**src/rtl/bp_me_wormhole_burst_rx_if.sv**
```systemverilog
// Wormhole burst receiver link bundle: upstream flit link, downstream header
// channel and downstream data-beat channel, all ready/valid.
// slave  : the receiver side (bp_me_wormhole_burst_rx)
// master : the environment side (link source plus header/data sinks)
interface bp_me_wormhole_burst_rx_if #(
  parameter int unsigned flit_width_p = 64
) ();

  // Upstream wormhole link
  logic [flit_width_p-1:0] link_data_i;
  logic                    link_v_i;
  logic                    link_ready_and_o;

  // Downstream header channel
  logic [flit_width_p-1:0] header_o;
  logic                    header_v_o;
  logic                    header_ready_and_i;

  // Downstream data-beat channel
  logic [flit_width_p-1:0] data_o;
  logic                    data_v_o;
  logic                    data_last_o;
  logic                    data_ready_and_i;

  modport slave (
    input  link_data_i,
    input  link_v_i,
    output link_ready_and_o,
    output header_o,
    output header_v_o,
    input  header_ready_and_i,
    output data_o,
    output data_v_o,
    output data_last_o,
    input  data_ready_and_i
  );

  modport master (
    output link_data_i,
    output link_v_i,
    input  link_ready_and_o,
    input  header_o,
    input  header_v_o,
    output header_ready_and_i,
    input  data_o,
    input  data_v_o,
    input  data_last_o,
    output data_ready_and_i
  );

endinterface

```
**src/rtl/bp_me_wormhole_burst_rx.sv**
```systemverilog
// Wormhole burst receiver: splits an incoming wormhole packet into one
// registered header and a zero-latency stream of data beats.
// Optional feature macro: BP_ME_WORMHOLE_RX_CORD_CHECK_EN
//   defined   -> headers whose cord field differs from my_cord_i are dropped
//                together with their body; drop_count_o counts such packets
//   undefined -> every header passes, drop_count_o does not exist
module bp_me_wormhole_burst_rx #(
  parameter int unsigned flit_width_p = 64,
  parameter int unsigned cord_width_p = 8,
  parameter int unsigned len_width_p  = 4
) (
  input  logic                    clk_i,
  input  logic                    reset_i,
  input  logic [cord_width_p-1:0] my_cord_i,
`ifdef BP_ME_WORMHOLE_RX_CORD_CHECK_EN
  output logic [15:0]             drop_count_o,
`endif
  bp_me_wormhole_burst_rx_if.slave link
);

  localparam int unsigned drop_width_lp = 16;

  typedef enum logic [1:0] {
    e_ready  = 2'd0,
    e_header = 2'd1,
    e_data   = 2'd2,
    e_drop   = 2'd3
  } state_e;

  state_e                  state_r, state_n;
  logic [flit_width_p-1:0] header_r;
  logic [len_width_p-1:0]  count_r;
  logic [len_width_p-1:0]  len_c;
  logic                    cord_ok_c;
  logic                    load_c;
  logic                    dec_c;
  logic                    drop_c;

  // Length field of the flit currently on the link
  assign len_c = link.link_data_i[cord_width_p +: len_width_p];

`ifdef BP_ME_WORMHOLE_RX_CORD_CHECK_EN
  // Destination check against the local coordinate
  assign cord_ok_c = (link.link_data_i[cord_width_p-1:0] == my_cord_i);
`else
  logic unused_c;

  // Without the check every header is accepted; the coordinate is not needed
  assign cord_ok_c = 1'b1;
  assign unused_c  = ^{my_cord_i, drop_c};
`endif

  // Header is always the registered flit; data beats pass straight through
  assign link.header_o = header_r;
  assign link.data_o   = link.link_data_i;

  // State register
  always_ff @(posedge clk_i or posedge reset_i) begin
    if (reset_i) begin
      state_r <= e_ready;
    end else begin
      state_r <= state_n;
    end
  end

  // Next-state and handshake outputs
  always_comb begin
    state_n                = state_r;
    link.link_ready_and_o  = 1'b0;
    link.header_v_o        = 1'b0;
    link.data_v_o          = 1'b0;
    link.data_last_o       = 1'b0;
    load_c                 = 1'b0;
    dec_c                  = 1'b0;
    drop_c                 = 1'b0;

    case (state_r)
      e_ready: begin
        // Ready is held low while reset is applied
        link.link_ready_and_o = ~reset_i;
        if (link.link_v_i && !reset_i) begin
          load_c = 1'b1;
          if (!cord_ok_c) begin
            drop_c = 1'b1;
            if (len_c != len_width_p'(0)) begin
              state_n = e_drop;
            end
          end else begin
            state_n = e_header;
          end
        end
      end

      e_header: begin
        link.header_v_o = 1'b1;
        if (link.header_ready_and_i) begin
          state_n = (count_r == len_width_p'(0)) ? e_ready : e_data;
        end
      end

      e_data: begin
        link.link_ready_and_o = link.data_ready_and_i;
        link.data_v_o         = link.link_v_i;
        link.data_last_o      = (count_r == len_width_p'(1));
        if (link.link_v_i && link.data_ready_and_i) begin
          dec_c = 1'b1;
          if (count_r == len_width_p'(1)) begin
            state_n = e_ready;
          end
        end
      end

      e_drop: begin
        link.link_ready_and_o = 1'b1;
        if (link.link_v_i) begin
          dec_c = 1'b1;
          if (count_r == len_width_p'(1)) begin
            state_n = e_ready;
          end
        end
      end

      default: begin
        state_n = e_ready;
      end
    endcase
  end

  // Header capture and remaining-flit counter; counter is never below 1
  // while decrementing, so it cannot wrap
  always_ff @(posedge clk_i or posedge reset_i) begin
    if (reset_i) begin
      header_r <= '0;
      count_r  <= '0;
    end else if (load_c) begin
      header_r <= link.link_data_i;
      count_r  <= len_c;
    end else if (dec_c) begin
      count_r  <= count_r - len_width_p'(1);
    end
  end

`ifdef BP_ME_WORMHOLE_RX_CORD_CHECK_EN
  logic [drop_width_lp-1:0] drop_count_r;

  // Saturating count of dropped packets
  always_ff @(posedge clk_i or posedge reset_i) begin
    if (reset_i) begin
      drop_count_r <= '0;
    end else if (drop_c && (drop_count_r != {drop_width_lp{1'b1}})) begin
      drop_count_r <= drop_count_r + drop_width_lp'(1);
    end
  end

  assign drop_count_o = drop_count_r;
`endif

endmodule

```
**src/flat_wrapper.sv**
```systemverilog
// flat-port wrapper written by rule: the top's interface ports become plain ports
module bp_me_wormhole_burst_rx_flat 
#(
  parameter int unsigned flit_width_p = 64,
  parameter int unsigned cord_width_p = 8,
  parameter int unsigned len_width_p  = 4
)
  (clk_i, reset_i, my_cord_i, link_link_data_i, link_link_v_i, link_link_ready_and_o, link_header_o, link_header_v_o, link_header_ready_and_i, link_data_o, link_data_v_o, link_data_last_o, link_data_ready_and_i);
  bp_me_wormhole_burst_rx_if #(.flit_width_p(flit_width_p)) link_i ();
  input  logic clk_i;
  input  logic reset_i;
  input  logic [cord_width_p-1:0] my_cord_i;
  input wire logic [$bits(link_i.link_data_i)-1:0] link_link_data_i;
  input wire logic [$bits(link_i.link_v_i)-1:0] link_link_v_i;
  output wire logic [$bits(link_i.link_ready_and_o)-1:0] link_link_ready_and_o;
  output wire logic [$bits(link_i.header_o)-1:0] link_header_o;
  output wire logic [$bits(link_i.header_v_o)-1:0] link_header_v_o;
  input wire logic [$bits(link_i.header_ready_and_i)-1:0] link_header_ready_and_i;
  output wire logic [$bits(link_i.data_o)-1:0] link_data_o;
  output wire logic [$bits(link_i.data_v_o)-1:0] link_data_v_o;
  output wire logic [$bits(link_i.data_last_o)-1:0] link_data_last_o;
  input wire logic [$bits(link_i.data_ready_and_i)-1:0] link_data_ready_and_i;
  assign link_i.link_data_i = link_link_data_i;
  assign link_i.link_v_i = link_link_v_i;
  assign link_link_ready_and_o = link_i.link_ready_and_o;
  assign link_header_o = link_i.header_o;
  assign link_header_v_o = link_i.header_v_o;
  assign link_i.header_ready_and_i = link_header_ready_and_i;
  assign link_data_o = link_i.data_o;
  assign link_data_v_o = link_i.data_v_o;
  assign link_data_last_o = link_i.data_last_o;
  assign link_i.data_ready_and_i = link_data_ready_and_i;
  bp_me_wormhole_burst_rx #(.flit_width_p(flit_width_p), .cord_width_p(cord_width_p), .len_width_p(len_width_p)) u_core (.clk_i(clk_i), .reset_i(reset_i), .my_cord_i(my_cord_i), .link(link_i));
endmodule
```
**config.mk**
```make
export PLATFORM = sky130hd
export DESIGN_NAME = bp_me_wormhole_burst_rx_flat
export DESIGN_NICKNAME = d
export VERILOG_FILES = /design/src/rtl/bp_me_wormhole_burst_rx_if.sv /design/src/rtl/bp_me_wormhole_burst_rx.sv /design/src/flat_wrapper.sv
export SDC_FILE = /design/constraint.sdc
export NUM_CORES = 1
export LEC_CHECK = 0
export CORE_ASPECT_RATIO = 1.1
export CORE_MARGIN = 1
export CORE_UTILIZATION = 40
export DETAILED_ROUTE_END_ITERATION = 6
export GPL_ROUTABILITY_DRIVEN = 0
export PLACE_DENSITY = 0.92
export SETUP_SLACK_MARGIN = 0.5
export SKIP_CTS_REPAIR_TIMING = 1
export SLEW_MARGIN = 25
export SYNTH_ARGS = -nofsm -noshare
export SYNTH_HDL_FRONTEND = slang
export SYNTH_SLANG_ARGS = --single-unit
```
**constraint.sdc**
```tcl
create_clock -name clk_i -period 4.1 [get_ports clk_i]
set_input_delay 0.82 -clock clk_i [delete_from_list [all_inputs] [get_ports clk_i]]
set_output_delay 0.82 -clock clk_i [all_outputs]
set_load 0.03 [all_outputs]
```
* Yosys cells after proc, flatten, opt, wreduce, memory -nomap -nowiden
Index checks and enable logic that the tools add are counted.
** Cells by class
- Add/sub/neg operators :: 1
- $mul :: 0
- Divide/modulo/power cells :: 0
- Magnitude comparators :: 0
- Equal/unequal tests :: 8
- Shifts and indexed selects :: 0
- Multiplexer cells :: 18
- Bitwise logic cells :: 1
- Reduce and logical (&&, ||, !) cells :: 7
** Operator list (number)
- 2-bit two-way mux :: 6
- 4-bit two-way mux :: 2
- 2-bit one-hot mux with 4 select lines :: 1
- 1-bit two-way mux :: 7
- 2-bit == test (second input constant) :: 2
- 4-bit by 1-bit == test with 1-bit output (second input constant) :: 1
- 4-bit zero test :: 1
- 2-bit by 1-bit != test with 1-bit output (second input constant) :: 2
- 2-bit != test (second input constant) :: 2
- 4-bit AND reduction :: 1
- 4-bit by 1-bit subtractor with 4-bit output (second input constant) :: 1
- 1-bit one-hot mux with 3 select lines :: 1
- 2-bit by 1-bit == test with 1-bit output (second input constant) :: 1
- 1-bit logical AND :: 2
- 2-bit zero test :: 1
- 1-bit one-hot mux with 2 select lines :: 1
- 2-bit nonzero test :: 1
- 1-bit zero test :: 1
- 1-bit inverter :: 1
** Storage, ports and cells
- Register bits after elaboration :: 70
- Latch bits :: 0
- Bits in writable memories :: 0
- ROM bits :: 0
- Bits of input ports :: 77
- Logic and storage cells :: 38
- Memories kept :: 0

* Longest topological paths before layout
Gate-level depths: netlist (run 1).
- Depth after elaboration :: 5
- Depth in mapped cells :: 7
- Depth with buffers taken out :: 5

* Worst setup path before layout (run 1)
OpenSTA, ideal clock, no wires.
- Path type :: flip-flop to output port
- From :: reg u_core.count_r[1]
- To :: out link_data_last_o
- Arrival time :: 1.824 ns
- Required time :: 3.280 ns
- Setup slack :: 1.456 ns
- Stages on the path, launching flop included :: 5
- Path buffers :: 0
- Cells stage by stage :: dfrtp_1 > inv_1 > ha_1 > or3b_2 > nor3b_1
** Between the ends
- Longest elaborated chain between the ends :: 2
** Ends and longest elaborated chain
- start, declared :: line bp_me_wormhole_burst_rx.sv:32 : logic [len_width_p-1:0] count_r;
- start signal, assigned :: line bp_me_wormhole_burst_rx.sv:137 : count_r <= len_c;
- start signal, assigned :: line bp_me_wormhole_burst_rx.sv:139 : count_r <= count_r - len_width_p'(1);
- 4-bit by 1-bit == test with 1-bit output :: line bp_me_wormhole_burst_rx.sv:104 : link.data_last_o = (count_r == len_width_p'(1));
- 1-bit two-way mux :: line bp_me_wormhole_burst_rx.sv:77 : case (state_r)
- end, declared :: line flat_wrapper.sv:21 : output wire logic [$bits(link_i.data_last_o)-1:0] link_data_last_o;
No other way between the ends.

* Worst setup path after layout (run 1)
- From :: in reset_i
- To :: out link_link_ready_and_o
** Between the ends
- Longest elaborated chain between the ends :: 2
** Ends and longest elaborated chain
- start, declared :: line flat_wrapper.sv:11 : input logic reset_i;
- 1-bit inverter :: line bp_me_wormhole_burst_rx.sv:80 : link.link_ready_and_o = ~reset_i;
- 1-bit one-hot mux with 3 select lines :: line bp_me_wormhole_burst_rx.sv:77
- end, declared :: line flat_wrapper.sv:15 : output wire logic [$bits(link_i.link_ready_and_o)-1:0] link_link_ready_and_o;
No other way between the ends.

==> results of run 1 <==
[critical path: cells and delay by family]
family | cells | cell delay [ns]
AND/OR/NAND/NOR | 2 | 0.50
buffers and inverters | 2 | 1.16
[kinds of logic (layout without fill, tap and decap cells)]
group / Yosys count / after routing
buffers and inverters: 87 / 226
DFF: 70 / 70
and+or+nand+nor: 210 / 210
AOI/OAI and AO/OA: 13 / 13
muxes: 4 / 4
adders and majority gates: 3 / 3
[power by group through the flow]
stage	clock network, mW	registers (mW)	logic, mW
2_1_floorplan	0	1.76	0.575
3_3_place_gp	0	1.20	1.90
3_5_place_dp	0	1.22	1.95
4_1_cts	0.608	1.21	1.96
5_1_grt	0.639	1.25	2.07
6_report	0.595	1.21	1.94
[area by class of cell]
type | instances | share of cell area (%)
clock buffers | 14 | 3.53
repair buffers | 204 | 39.3
well taps | 108 | 2.61
clock inverters | 2 | 0.725
flip-flops and latches | 70 | 33.8
inverters | 6 | 0.435
multi-input cells | 230 | 19.6
[path summary, 6_finish.rpt]
path                                                              to  slack (ns)  depth (start not counted)                                 start
worst max register to register         u_core.count_r[1]$_DFFE_PP0P_        1.88                          3         u_core.state_r[1]$_DFFE_PP0P_
max in group asynchronous       u_core.link.header_o[29]$_DFFE_PP0P_        2.44                          3                               reset_i
worst max-delay path                           link_link_ready_and_o        0.79                          4                               reset_i
worst min-delay path            u_core.link.header_o[14]$_DFFE_PP0P_        0.47                          2  u_core.link.header_o[14]$_DFFE_PP0P_
worst min register to register  u_core.link.header_o[14]$_DFFE_PP0P_        0.47                          2  u_core.link.header_o[14]$_DFFE_PP0P_
min in group asynchronous              u_core.state_r[0]$_DFFE_PP0P_        0.95                          2                               reset_i
[cell usage in the layout (no fill, tap or decap), drive strengths merged, types with 2 or more instances in the layout]
| cell type | netlist | routed |
|---|---|---|
| and3 | 2 | 2 |
| o211ai | 3 | 3 |
| nand2 | 195 | 195 |
| clkdlybuf4s50 | 0 | 200 |
| clkbuf | 5 | 14 |
| dfrtp | 70 | 70 |
| nor3 | 2 | 2 |
| buf | 76 | 4 |
| o21ai | 4 | 4 |
| inv | 6 | 6 |
| or3 | 2 | 2 |
| mux2i | 3 | 3 |
| ha | 3 | 3 |
[per-stage QoR]
stage / worst slack, ns / total power, mW / cell area [um^2]
after floorplan: 1.46 / 2.33 / 3380
after global placement: 0.888 / 3.09 / 4950
after detailed placement: 0.846 / 3.16 / 4950
after CTS: 0.834 / 3.77 / 5170
after global routing: 0.687 / 3.96 / 5170
final: 0.792 / 3.74 / 5170
[synthesized netlist by cell type (all sizes together)]
cell	count	area (um^2)
or3b	1	8.76
a211o	1	8.76
o2bb2ai	1	8.76
nor4b	1	8.76
and2	1	6.26
nand2b	1	6.26
and3	2	12.5
nor3b	1	7.51
dfrtp	70	1750
o211a	1	10.0
nor4	1	6.26
nand3	1	5.00
o22ai	1	6.26
a2bb2oi	1	8.76
nor2b	1	6.26
o21ai	4	20.0
nand2	195	732
nor3	2	10.0
mux2	1	11.3
buf	76	578
or3	2	12.5
inv	6	22.5
ha	3	37.5
o211ai	3	22.5
clkbuf	5	18.8
o31ai	1	7.51
mux2i	3	30.0
or4b	1	13.8
[registers in the layout, summed over array words and instances, names as in the netlist]
register	flops
u_core.state_r	2
u_core.count_r	4
u_core.link.header_o	64
[metal layers]
layer	GRT usage, %	routed length [um]
met1	21.4	3400
met2	36.7	4660
met3	6.00	548
met4	5.49	112
met5	0	0
==> impl_results.md, run 1 <==
* CP arrival at 2.49 ns
* Vias in the first global route at 2858
* Post-synthesis adder-cell area fraction at 1.11%
* Synth Register Bits at 70
* Clock Power Share at 15.9%
* Multi-input gate area at 1010 um^2
* Largest net degree at the start of global routing at 72
* Main combinational cell family by area after synthesis: simple AND/OR/NAND/NOR gates
* Area Growth Syn to Fin at 53.2%
* Psw at 1.59 mW
* Slew @ Worst Pin at 0.764 ns
* # port buffers at 200
* Detailed Routing Iterations Pass 1 at 5
* Cell Area, Synth at 3380 um^2
* Hold_ws at 0.474 ns
* Sequential power share at 32.3%
* Layout cells sized above 1 at 4.56%
* Static Leak at 2.46 nW
* Period Utilization, post-route at 80.7%
* Setup_tns at 0 ns
* Top cell by count, worst path: clkdlybuf4s50_1
* Post-route minimum period at 3.31 ns
* Final setup violation count at 0
* Total routed wirelength at 8720 um
* Result of the run: finished, final reports clean
* Antenna violations before repair at 0
* I/O pin count at 209
* Critical path class: input port to output port
* Final core occ at 64.4%
* RSZ-0062 raised after global routing: false
* Clock skew at 0.0113 ns
* CTS tree: built
* # clock sinks at 70
* Switching share of power at 42.3%
* Clk root buf: clkbuf_8
* Hold WC Path Type: flip-flop to flip-flop
* Placement row count at 34
* Initial Util at 42.0%
* # DRC at 0
* Storage cell area at 1750 um^2
* Total Routing Usage GR at 19.9%
* First-pass GRT wire length at 13400 um
* Crit end category: output port
* Mapped Cells at 387
* Layout Cells excl Fill at 634
* Slew headroom at 49.1%
* Chip Height at 98.4 um
* Simple-Gate Fraction of Synth Area at 24.7%
* Complex-gate fraction of the synthesized area at 2.74%
* Combinational power share at 51.8%
* Internal power at 2.16 mW
* CP Cell Sequence: clkdlybuf4s50_1 > nor3_1 > nand2b_1 > clkdlybuf4s50_1
* Worst vdd ir at 0.000370 V
* CTS clk-pin slew, worst paths at 0.06 ns
* Clk Latency, worst-skew pair at 0.33 ns
* Vias after detailed routing at 2904
* Maximum fanout along the worst path at 4
* H-tree Lvls at 3
* Mux contribution to synthesized area at 1.22%
* Syn Nets at 467
* DIE WIDTH at 89.6 um
* Slowest CP cell: clkdlybuf4s50_1
* Final hold vios at 0
* Core Region at 8040 um^2
* Die ar. at 8820 um^2
* PD cells at 723 nW/um^2
* Filler cells at 645
* Nets at 601
* ANT nets after route at 0
* Worst Path Required at 3.28 ns
* Pins Over Slew Limit at 0
* F_max at 0.302 GHz
* DR iter-0 viols at 125
* Startpoint types: input port
* Max Buffers Root-to-Sink at 2
* Synth warn at 0
* Global route total overflow at 0
* Max-cap viol count at 0
* Crit path largest cell delay at 0.67 ns
* N_diodes at 0
* Yosys cell types at 30
* HPWL Detailed at 6560 um
* Sequential area share after synthesis at 51.9%
* Syn Area/Cell at 8.73 um^2
* Routed WL per cell at 13.8 um
* Xor/xnor share of the synthesized area at 0%
* Drt via density at 4.58
* Placed instance count at 618
* Clock buffer count from CTS at 9
Note: power is estimated with default switching activity, not from simulation.
==> run 2, diff against run 1 <==
- CORE_UTILIZATION: 40 -> 37
- PLACE_DENSITY: 0.92 -> 0.86
- clock period: 4.1 -> 3.19 ns (I/O delays scaled with it)
==> run 2 against run 1 <==
Effect of this change: largest cell class unchanged; utilization is 5.9 points lower; global-route usage is 2.2 points lower; critical path depth is 1 higher.
==> impl_results.md, run 2 (same netlist as run 1, synthesis figures left out) <==
* Register-to-Register Path Depth at 3
* R2r startpoint: u_core.state_r[1]$_DFFE_PP0P_
* WHS Endpoint: u_core.link.header_o[18]$_DFFE_PP0P_
* Vias after detailed routing at 2870
* DIE WIDTH at 93.1 um
* Total routed wirelength at 8450 um
* Slowest CP cell: or3b_2
* Filler cells at 760
* Post-route minimum period at 2.66 ns
* Clk root buf: clkbuf_8
* Period Utilization, post-route at 83.5%
* Nets at 600
* Initial Util at 38.1%
* N_diodes at 0
* Drt via density at 4.50
* Most frequent cells in the layout: clkdlybuf4s50_1, nand2_1, dfrtp_1
* Layout cells sized above 1 at 4.58%
* DR iter-0 viols at 106
* Max Buffers Root-to-Sink at 2
* Maximum fanout along the worst path at 4
* Max-cap viol count at 0
* Clock buffer count from CTS at 9
* Core Region at 8870 um^2
* Largest net degree at the start of global routing at 67
* HPWL Detailed at 6250 um
* # DRC at 0
* Crit path largest cell delay at 0.49 ns
* CP arrival at 2.03 ns
* Result of the run: finished, final reports clean
* Hold WC Path Type: flip-flop to flip-flop
* Reg2Reg Capture Point: u_core.count_r[1]$_DFFE_PP0P_
* Final setup violation count at 0
* Hold depth at 2
* Startpoint types: flip-flop
* Worst vdd ir at 0.000402 V
* Setup_tns at 0 ns
* Pre-CTS WS at 0.277 ns
* Clk Latency, worst-skew pair at 0.34 ns
* Most common cell after layout, fill and taps aside: clkdlybuf4s50_1
* R2R Setup Slk at 1.20 ns
* Slew headroom at 46.7%
* Storage cell area at 1750 um^2
* Critical path class: flip-flop to output port
* Multi-input gate area at 1020 um^2
* CP bufs+invs at 2
* Slew @ Worst Pin at 0.799 ns
* F_max at 0.375 GHz
* Global route total overflow at 0
* Chip Height at 102 um
* Setup ws final at 0.527 ns
* Clock skew at 0.0131 ns
* I/O pin count at 209
* ANT nets after route at 0
* CP Cell Sequence: inv_1 > ha_1 > or3b_2 > nor3b_1 > dlymetal6s2s_1
* CTS clk-pin slew, worst paths at 0.06 ns
* Area Growth Syn to Fin at 53.6%
* # port buffers at 200
* RSZ-0062 raised after global routing: true
* PD cells at 913 nW/um^2
* Kind of cell adding the most delay to the critical path: simple AND/OR/NAND/NOR gates
* Final hold vios at 0
* Routed WL per cell at 13.2 um
* Placement row count at 36
* # clock sinks at 70
* Die ar. at 9520 um^2
* H-tree Lvls at 3
* Static Leak at 2.49 nW
* Largest register FFs at 64
* Crit end category: output port
* Vias in the first global route at 2753
* CTS tree: built
* Worst Path Required at 2.55 ns
* Detailed Routing Iterations Pass 1 at 4
* Total Routing Usage GR at 17.6%
* First-pass GRT wire length at 13000 um
* Total power at 4.74 mW
* Antenna violations before repair at 0
* Pins Over Slew Limit at 0
* Hold_sp: u_core.link.header_o[18]$_DFFE_PP0P_
run 2: worst max-delay path by stage:
stage                             startpoint                    end  slack [ns]  cells past startpoint
2_1_floorplan  u_core.count_r[1]$_DFFE_PP0P_       link_data_last_o        0.73                      4
3_3_place_gp                         reset_i  link_link_ready_and_o        0.33                      4
3_5_place_dp                         reset_i  link_link_ready_and_o        0.28                      4
4_1_cts        u_core.count_r[1]$_DFFE_PP0P_       link_data_last_o        0.13                      5
5_1_grt        u_core.count_r[1]$_DFFE_PP0P_       link_data_last_o        0.44                      5
6_report       u_core.count_r[1]$_DFFE_PP0P_       link_data_last_o        0.53                      5
run 2: layout make-up:
type | instances | area share [%]
Timing Repair Buffer | 203 | 39.6
Sequential cell | 70 | 33.8
Multi-Input combinational cell | 230 | 19.6
Tap cell | 114 | 2.75
Clock buffer | 10 | 2.65
Clock inverter | 5 | 1.13
Inverter | 6 | 0.434
run 2: per-layer routing:
layer,track usage [%],up-vias,wire [um]
li1,-,1405,-
met1,19.2,1346,3190
met2,33.0,105,4630
met3,3.79,14,479
met4,7.57,0,140
met5,0,-,0
run 2: power breakdown:
group	internal, mW	leakage, nW	total [mW]	switching [mW]
registers	1.29	0.871	1.54	0.248
logic	1.03	1.52	2.49	1.45
clock network	0.379	0.0948	0.710	0.331
total	2.71	2.49	4.74	2.03
run 2: stage by stage:
step	cells	hold slack, ns	cell area [um^2]	utilization, %
6_report	638	0.474	5190	58.5
4_1_cts	638	0.478	5180	58.3
2_1_floorplan	387	0.520	3380	-
5_1_grt	638	0.499	5190	58.5
3_3_place_gp	623	0.459	4980	56.1
3_5_place_dp	623	0.461	4980	56.1
run 2: tightest hold or removal path: cells and delay by family, from the launching register on:
kind	cells	cell delay (ns)
and+or+nand+nor	2	0.11
DFF	1	0.34
==> run 3, diff against run 2 <==
- clock period: 3.19 -> 2.7 ns (I/O delays scaled with it)
==> run 3 against run 2 <==
Effect of this change: utilization is 2.4 points higher; critical path depth is the same; clock skew down 0.0052 ns; sequential share of layout area shrank 1.3 points; worst hold slack worse by 0.00083 ns; routed wire length up 3.3%; clock power grew 39%; register-to-register slack worse by 0.29 ns; global-route usage fell by 0.20 points; non-clock buffer count is 4 higher; final area grew 4.1%; largest cell class unchanged; largest power group unchanged.
==> impl_results.md, run 3 (same netlist as run 1, synthesis figures left out) <==
* Worst vdd ir at 0.000584 V
* CTS tree: built
* HPWL Detailed at 6530 um
* Final setup violation count at 0
* Startpoint types: flip-flop
* CTS clk-pin slew, worst paths at 0.07 ns
* DIE WIDTH at 93.1 um
* Register-to-Register Path Depth at 4
* Die ar. at 9520 um^2
* Clk Latency, worst-skew pair at 0.34 ns
* Result of the run: finished, final reports clean
* Global route total overflow at 0
* Largest register FFs at 64
* Final core occ at 60.9%
* Routed WL per cell at 13.6 um
* Setup crit start: u_core.count_r[1]$_DFFE_PP0P_
* PD cells at 1060 nW/um^2
* Vias in the first global route at 2862
* Drt via density at 4.51
* Slew headroom at 69.8%
* Detailed Routing Iterations Pass 1 at 4
* Crit end category: output port
* Core Region at 8870 um^2
* F_max at 0.434 GHz
* Grt met1 use at 18.3%
* Total routed wirelength at 8730 um
* Critical path class: flip-flop to output port
* Chip Height at 102 um
* I/O pin count at 209
* # port buffers at 200
* Reg2Reg Capture Point: u_core.count_r[3]$_DFFE_PP0P_
* WHS Endpoint: u_core.link.header_o[54]$_DFFE_PP0P_
* Pins Over Slew Limit at 0
* Initial Util at 38.1%
* N_diodes at 0
* DR iter-0 viols at 96
* Filler cells at 726
* Max Buffers Root-to-Sink at 2
* Slew @ Worst Pin at 0.454 ns
* Placement row count at 36
* RSZ-0062 raised after global routing: true
* Clock skew at 0.00792 ns
* R2R Setup Slk at 0.91 ns
* Hold depth at 2
* Hold_sp: u_core.link.header_o[54]$_DFFE_PP0P_
* Clk root buf: clkbuf_8
* Clock buffer count from CTS at 9
* Largest net degree at the start of global routing at 41
* Routing usage on met2 at 33.0%
* Most frequent cells in the layout: nand2_1, clkdlybuf4s50_1, dfrtp_1
* Antenna violations before repair at 0
* Post-route minimum period at 2.31 ns
* # clock sinks at 70
* ANT nets after route at 0
* Static Leak at 3.09 nW
* Layout cells sized above 1 at 5.87%
* Worst Path Required at 2.16 ns
* H-tree Lvls at 3
* Setup_tns at 0 ns
* Max-cap viol count at 0
* Total Routing Usage GR at 17.4%
* Nets at 604
* Hold WC Path Type: flip-flop to flip-flop
* Area Growth Syn to Fin at 60.0%
* # DRC at 0
* R2r startpoint: u_core.state_r[0]$_DFFE_PP0P_
* M3 GR Usage at 4.84%
* First-pass GRT wire length at 13100 um
* Most common cell after layout, fill and taps aside: nand2_1
* Pre-CTS WS at 0.125 ns
* GR peak layer: met2
* CP arrival at 1.77 ns
* Period Utilization, post-route at 85.4%
* Final hold vios at 0
* Setup ws final at 0.394 ns
* Maximum fanout along the worst path at 4
* Vias after detailed routing at 2898
run 3: cell count changes in the layout (fill, tap and decap cells not counted), sizes merged:
cell	change
buf	+6
clkdlybuf4s50	-65
bufinv	+2
clkinv	+1
clkbuf	-1
dlymetal6s2s	+63
inv	-2
run 3: worst max-delay path by stage:
stage / endpoint / cells past startpoint / slack (ns)
floorplan: link_data_last_o / 4 / 0.62
global placement: link_data_last_o / 5 / 0.16
detailed placement: link_data_last_o / 5 / 0.12
CTS: link_data_last_o / 5 / -0.27
global route: link_data_last_o / 5 / 0.29
finish: link_data_last_o / 5 / 0.39
run 3: cell type report:
class	instances	area (um^2)	area share [%]
clock inverters	6	111	2.06
inverters	6	26.3	0.486
clock buffers	9	124	2.29
well taps	114	143	2.64
repair buffers	207	2230	41.2
flip-flops and latches	70	1750	32.4
multi-input cells	230	1020	18.9
run 3: metrics by stage:
| step | cells | area (um^2) | power (mW) | hold WS (ns) |
|---|---|---|---|---|
| after global placement | 627 | 5000 | 4.70 | 0.458 |
| final | 642 | 5400 | 5.75 | 0.473 |
| after global routing | 642 | 5400 | 6.10 | 0.499 |
| after detailed placement | 627 | 5000 | 4.81 | 0.461 |
| after CTS | 642 | 5240 | 5.82 | 0.479 |
| after floorplan | 387 | 3390 | 3.55 | 0.520 |
run 3: report_power, final:
| part | total (mW) | internal (mW) | switching, mW |
|---|---|---|---|
| Combinational | 2.93 | 1.22 | 1.71 |
| Sequential | 1.84 | 1.53 | 0.307 |
| Clock | 0.989 | 0.608 | 0.380 |
run 3: routing by layer:
| metal | wire length, um | vias up |
|---|---|---|
| li1 | - | 1407 |
| met1 | 3240 | 1363 |
| met2 | 4690 | 115 |
| met3 | 659 | 13 |
| met4 | 138 | 0 |
| met5 | 0 | - |
run 3: critical path, stage by stage (launching register included):
cell     delay [ns]
dfrtp_1        0.42
inv_2          0.09
ha_1           0.14
or3b_4         0.41
nor3b_2        0.20
buf_4          0.18
